==> src/rtl/hs_link_pkg.sv <==
// Shared types and default constants for the four-phase link arbiter.
package hs_link_pkg;

    localparam int DEF_NREQ    = 4;
    localparam int DEF_DW      = 4;
    localparam int DEF_TIMEOUT = 15;
    localparam int STATE_W     = 3;
    localparam int WD_W        = 8;

    typedef enum logic [STATE_W-1:0] {
        S_IDLE    = 3'd0,
        S_SEND    = 3'd1,
        S_RELEASE = 3'd2,
        S_DONE    = 3'd3,
        S_ABORT   = 3'd4
    } state_e;

endpackage

==> src/rtl/hs_link_arbiter_rr_picker.sv <==
// Combinational round-robin search: first asserted req at or above ptr, wrapping to 0.
module rr_picker
    import hs_link_pkg::*;
#(
    parameter int NREQ = DEF_NREQ,
    parameter int PW   = (NREQ > 1) ? $clog2(NREQ) : 1
) (
    input  logic [NREQ-1:0] req,
    input  logic [PW-1:0]   ptr,
    output logic [NREQ-1:0] grant,
    output logic [PW-1:0]   index
);

    logic [PW-1:0] cand_s;
    logic          found_s;

    function automatic logic [PW-1:0] wrap_idx(input logic [PW-1:0] base, input int off);
        int sum;
        sum = int'(base) + off;
        if (sum >= NREQ) begin
            sum = sum - NREQ;
        end else begin
            sum = sum;
        end
        return PW'(sum);
    endfunction

    // Walk the requesters in priority order starting at ptr; keep the first hit.
    always_comb begin
        grant   = '0;
        index   = '0;
        found_s = 1'b0;
        cand_s  = '0;
        for (int i = 0; i < NREQ; i++) begin
            cand_s = wrap_idx(ptr, i);
            if (!found_s && req[cand_s]) begin
                grant[cand_s] = 1'b1;
                index         = cand_s;
                found_s       = 1'b1;
            end else begin
                found_s = found_s;
            end
        end
    end

endmodule

==> src/rtl/hs_link_arbiter.sv <==
// Round-robin arbiter granting one requester at a time onto a four-phase send/ack link.
// Optional watchdog abort is enabled by defining HS_LINK_ARB_TIMEOUT_EN.
module hs_link_arbiter
    import hs_link_pkg::*;
#(
    parameter int NREQ    = DEF_NREQ,
    parameter int DW      = DEF_DW,
    parameter int TIMEOUT = DEF_TIMEOUT
) (
    input  logic               clk,
    input  logic               rst,
    input  logic [NREQ-1:0]    req,
    input  logic [NREQ*DW-1:0] req_data,
    output logic [NREQ-1:0]    gnt,
    output logic [NREQ-1:0]    done,
    output logic [NREQ-1:0]    err,
    output logic               send,
    output logic [DW-1:0]      data_out,
    input  logic               ack,
    output logic               busy
);

    localparam int PW = (NREQ > 1) ? $clog2(NREQ) : 1;

    state_e          state_r, state_s;
    logic [PW-1:0]   ptr_r;
    logic [PW-1:0]   win_r;
    logic [PW-1:0]   nxt_ptr_s;
    logic [NREQ-1:0] pick_gnt_s;
    logic [PW-1:0]   pick_idx_s;
    logic [DW-1:0]   sel_data_s;
    logic [NREQ-1:0] gnt_r;
    logic [NREQ-1:0] done_r;
    logic            send_r;
    logic            busy_r;
    logic [DW-1:0]   data_r;
    logic            wd_expired_s;

    rr_picker #(.NREQ(NREQ), .PW(PW)) u_picker (
        .req   (req),
        .ptr   (ptr_r),
        .grant (pick_gnt_s),
        .index (pick_idx_s)
    );

    // Payload mux steered by the one-hot pick.
    always_comb begin
        sel_data_s = '0;
        for (int i = 0; i < NREQ; i++) begin
            sel_data_s = sel_data_s | (req_data[i*DW +: DW] & {DW{pick_gnt_s[i]}});
        end
    end

    // Pointer moves just past the requester that was served or aborted.
    always_comb begin
        if (win_r == PW'(NREQ - 1)) begin
            nxt_ptr_s = '0;
        end else begin
            nxt_ptr_s = win_r + PW'(1);
        end
    end

`ifdef HS_LINK_ARB_TIMEOUT_EN
    logic [WD_W-1:0] wd_r;
    logic [NREQ-1:0] err_r;

    assign wd_expired_s = (wd_r >= WD_W'(TIMEOUT - 1));

    // Watchdog: zero on entry to SEND/RELEASE, counts each cycle spent there.
    always_ff @(posedge clk) begin
        if (rst) begin
            wd_r <= '0;
        end else if ((state_s != state_r) && ((state_s == S_SEND) || (state_s == S_RELEASE))) begin
            wd_r <= '0;
        end else if ((state_r == S_SEND) || (state_r == S_RELEASE)) begin
            wd_r <= wd_r + WD_W'(1);
        end else begin
            wd_r <= '0;
        end
    end

    // Abort pulse goes to the current grant holder.
    always_ff @(posedge clk) begin
        if (rst) begin
            err_r <= '0;
        end else if (state_s == S_ABORT) begin
            err_r <= gnt_r;
        end else begin
            err_r <= '0;
        end
    end

    assign err = err_r;
`else
    assign wd_expired_s = 1'b0;
    assign err          = '0;
`endif

    // Next-state logic; ack progress always wins over an expiring watchdog.
    always_comb begin
        state_s = state_r;
        case (state_r)
            S_IDLE: begin
                if ((|req) && !ack) begin
                    state_s = S_SEND;
                end else begin
                    state_s = S_IDLE;
                end
            end
            S_SEND: begin
                if (ack) begin
                    state_s = S_RELEASE;
                end else if (wd_expired_s) begin
                    state_s = S_ABORT;
                end else begin
                    state_s = S_SEND;
                end
            end
            S_RELEASE: begin
                if (!ack) begin
                    state_s = S_DONE;
                end else if (wd_expired_s) begin
                    state_s = S_ABORT;
                end else begin
                    state_s = S_RELEASE;
                end
            end
            S_DONE:  state_s = S_IDLE;
            S_ABORT: state_s = S_IDLE;
            default: state_s = S_IDLE;
        endcase
    end

    // State, pointer and registered outputs, all derived from the next state.
    always_ff @(posedge clk) begin
        if (rst) begin
            state_r <= S_IDLE;
            ptr_r   <= '0;
            win_r   <= '0;
            gnt_r   <= '0;
            done_r  <= '0;
            send_r  <= 1'b0;
            busy_r  <= 1'b0;
            data_r  <= '0;
        end else begin
            state_r <= state_s;
            send_r  <= (state_s == S_SEND);
            busy_r  <= (state_s != S_IDLE);
            done_r  <= (state_s == S_DONE) ? gnt_r : '0;
            if ((state_r == S_IDLE) && (state_s == S_SEND)) begin
                gnt_r  <= pick_gnt_s;
                win_r  <= pick_idx_s;
                data_r <= sel_data_s;
            end else if (state_s == S_IDLE) begin
                gnt_r <= '0;
            end else begin
                gnt_r <= gnt_r;
            end
            if ((state_s == S_DONE) || (state_s == S_ABORT)) begin
                ptr_r <= nxt_ptr_s;
            end else begin
                ptr_r <= ptr_r;
            end
        end
    end

    assign gnt      = gnt_r;
    assign done     = done_r;
    assign send     = send_r;
    assign busy     = busy_r;
    assign data_out = data_r;

endmodule
==> config.mk <==
export PLATFORM = sky130hd
export DESIGN_NAME = hs_link_arbiter
export DESIGN_NICKNAME = d
export VERILOG_FILES = /design/src/rtl/hs_link_pkg.sv /design/src/rtl/hs_link_arbiter_rr_picker.sv /design/src/rtl/hs_link_arbiter.sv
export SDC_FILE = /design/constraint.sdc
export NUM_CORES = 1
export LEC_CHECK = 0
export BUFFER_PORTS_ARGS = -buffer_cell sky130_fd_sc_hd__clkbuf_2
export CORE_MARGIN = 2
export CORE_UTILIZATION = 54
export DETAILED_ROUTE_END_ITERATION = 8
export HOLD_SLACK_MARGIN = 0.06
export PLACE_DENSITY = 0.83
export SYNTH_ARGS = -nofsm -noshare
export SYNTH_HDL_FRONTEND = slang
export SYNTH_HIERARCHICAL = 1
export SYNTH_SLANG_ARGS = --single-unit
==> constraint.sdc <==
create_clock -name clk -period 4.29 [get_ports clk]
set_clock_uncertainty 0.15 [all_clocks]
set_input_delay 0.2145 -clock clk [delete_from_list [all_inputs] [get_ports clk]]
set_output_delay 0.2145 -clock clk [all_outputs]
set_load 0.02 [all_outputs]
==> impl_results.md <==
- Logic gate share of total power: 0.207
- Final setup viols: 0
- Post-synth cell types: 42
- CP Max Fanout: 19
- Sw Share: 0.2740
- Placed cell area: 1465 um^2
- Rows: 18
- Post-Route WL: 3125 um
- Clock transition at path regs: 0.12 ns
- Slew margin rel.: 0.5228
- CP max stage delay: 0.75 ns
- CP delay by family, top: compound AO/OA/AOI/OAI gates
- Register Area: 400.4 um^2
- Synthesized flop and latch total: 20
- Core Region: 2410 um^2
- CTS Buffer Depth: 2
- VDD IR max: 0.2464 mV
- Worst path cell trace: inv_1 -> ha_1 -> o21ai_0 -> o31ai_1 -> a221o_2 -> a22oi_1 -> a311oi_1
- Inst Count DP: 207
- Area occupied by multi-input gates: 835.8 um^2
- Leakage: 0.6239 nW
- Final worst slack: 1.232 ns
- Post-route cell area: 1518 um^2
- Number of synthesized flops with an enable pin: 0
- First-pass GRT wire length: 4692 um
- IO Count: 41
- Post-route clock period utilization: 0.7127
- Pin count of the biggest net entering global routing: 20
- PostCTS Resize Cnt: 0
- Starting Density: 0.5566
- DR vias/cell: 6.204
- GRT Residual Overflow: 0
- Syn Inst Count: 155
- Avg WL per Cell: 14.81 um
- Minimum clock period: 3.058 ns
- Vias in the first global route: 1106
- Fmax: 0.3270 GHz
- Pre-CTS setup slack: 1.296 ns
- Psw: 0.1236 mW
- Data arrival, critical path: 3.13 ns
- Fillcell total: 215
- Residual DRC: 0
- Hold WS: 0.09121 ns
- Yosys warnings: 6
- GRT Util Overall: 0.2218
- TNS Setup: 0 ns
- N_diodes: 0
- Nets@finish: 211
- Area grow syn2layout: 13.15%
- Layout cells sized above 1: 0.2873
- CTS root buf: clkbuf_4
- Worst EP required: 4.36 ns
- Final ANT Viol Nets: 0
- First DRT Iteration DRCs: 23
- Final hold viol count: 0
- Total number of vias: 1309
- Max-cap violation count: 0
- Clock share of power: 0.343
- P per Cell Area: 297.2 nW/um^2
- Status: completed
- Buffers & Inverters on Critical Path: 1
- Die height: 53.84 um
- Clock H-tree levels: 1
- Post-CTS Setup Bufs: 0
- Post-synthesis cell area: 1341 um^2
- DRT Pass-1 Iters: 4
- Post-DP HPWL: 2326 um
- Slowest CP cell: dfxtp_1
- Ys flop type: dfxtp_1
- CTS hold repair buffers: 0
- Cell Count, Final, Fillers Out: 211
- CP endpoint kind: flop
- CTS tree: done
- Number of port buffers: 36
- Total power: 0.4511 mW
- RSZ-0062 raised after global routing: false
- CP Launch Type: flop
- WS Path Type: flop to flop
- Routability cong.: 0.8714
- Die Span X: 53.84 um
- Final core utilization: 0.6298
- Worst Tran Pin Value: 0.7097 ns
- Syn Area/Cell: 8.653 um^2
- Sequential fraction of the synthesis area: 0.2985
- CTS Buf Count: 3
- Int Pwr: 0.3275 mW
- Sequential group share of total power: 0.450
- Clk_lat worst skew: 0.31 ns
- Die ar.: 2899 um^2
- Clock sink count: 20
- Post-synthesis async set-or-reset flop share: 0
- Hold crit path type: input port to flop
- Max-slew violations: 0
- Antenna violations before repair: 0
[synthesized netlist by cell type, drive strengths merged, types with 5 or more instances]
cell type | n | area share
dfxtp | 20 | 0.30
nor2 | 13 | 0.036
buf | 12 | 0.062
nand2 | 11 | 0.031
o21ai | 11 | 0.041
a21oi | 10 | 0.037
a22oi | 8 | 0.045
ha | 6 | 0.056
clkbuf | 5 | 0.017
[cell type report]
cell class	count	share of cell area
multi-input cells	118	0.5507
flip-flops and latches	20	0.2638
repair buffers	36	0.1187
well taps	30	0.02473
clock inverters	1	0.01979
clock buffers	3	0.01484
inverters	3	0.007420
[power groups by stage]
stage,logic (mW),registers [mW],clock network (mW)
floorplan,0.0661,0.210,0
global placement,0.0892,0.207,0
detailed placement,0.0920,0.207,0
CTS,0.0927,0.203,0.158
global route,0.103,0.205,0.166
finish,0.0935,0.203,0.155
[layout by cell type (no fill, tap or decap), drive strengths merged, types with 4 or more instances in the layout]
| master | Yosys | final |
|---|---|---|
| dfxtp | 20 | 20 |
| a311oi | 4 | 4 |
| clkbuf | 5 | 39 |
| ha | 6 | 6 |
| o21ai | 11 | 11 |
| a32oi | 4 | 4 |
| a221o | 4 | 4 |
| conb | 1 | 4 |
| nand2 | 11 | 11 |
| nor2 | 13 | 13 |
| nor3 | 4 | 4 |
| a22oi | 8 | 8 |
| and2 | 4 | 4 |
| a21oi | 10 | 10 |
[logic make-up (layout without fill, tap and decap cells)]
kind of cell,Yosys count,in the layout,synth area share
AND/OR/NAND/NOR,51,51,0.2146
AO/OA/AOI/OAI,50,50,0.2621
flip-flops,20,20,0.2985
buffers and inverters,20,43,0.08675
adder cells (fa/ha/maj),6,6,0.05597
multiplexers,6,6,0.07276
other,1,4,0.002796
XOR/XNOR,1,1,0.006531
[routing by layer]
metal / global-route usage / part of all wire / up-vias
li1: - / - / 628
met1: 0.2500 / 0.39 / 607
met2: 0.4167 / 0.52 / 67
met3: 0.03333 / 0.078 / 7
met4: 0.07692 / 0.015 / 0
met5: 0 / 0 / -
[worst reg2reg max path: cells and delay by family, from the launching register on]
kind	cells	cell delay, ns
buf+inv	1	0.19
compound gates	5	1.45
flops	1	0.75
fa+ha+maj	1	0.44
[path summary, 6_finish.rpt]
check	start	to	slack, ns	depth (start not counted)
worst max-delay path	ptr_r[0]$_SDFFE_PP0N_	data_out[3]$_SDFFE_PP0P_	1.23	7
worst min-delay path	ack	send$_SDFF_PP0_	0.09	2
worst max register to register	ptr_r[0]$_SDFFE_PP0N_	data_out[3]$_SDFFE_PP0P_	1.23	7
worst min register to register	gnt[2]$_SDFFE_PP0P_	done[2]$_SDFF_PP0_	0.36	1
[sequential cells by signal, summed over array words and instances (netlist names)]
name and flops:
busy 1, data_out 4, done 4, gnt 4, ptr_r 2, send 1, state_r 2, win_r 2
Power figures use the tool's default switching activity.
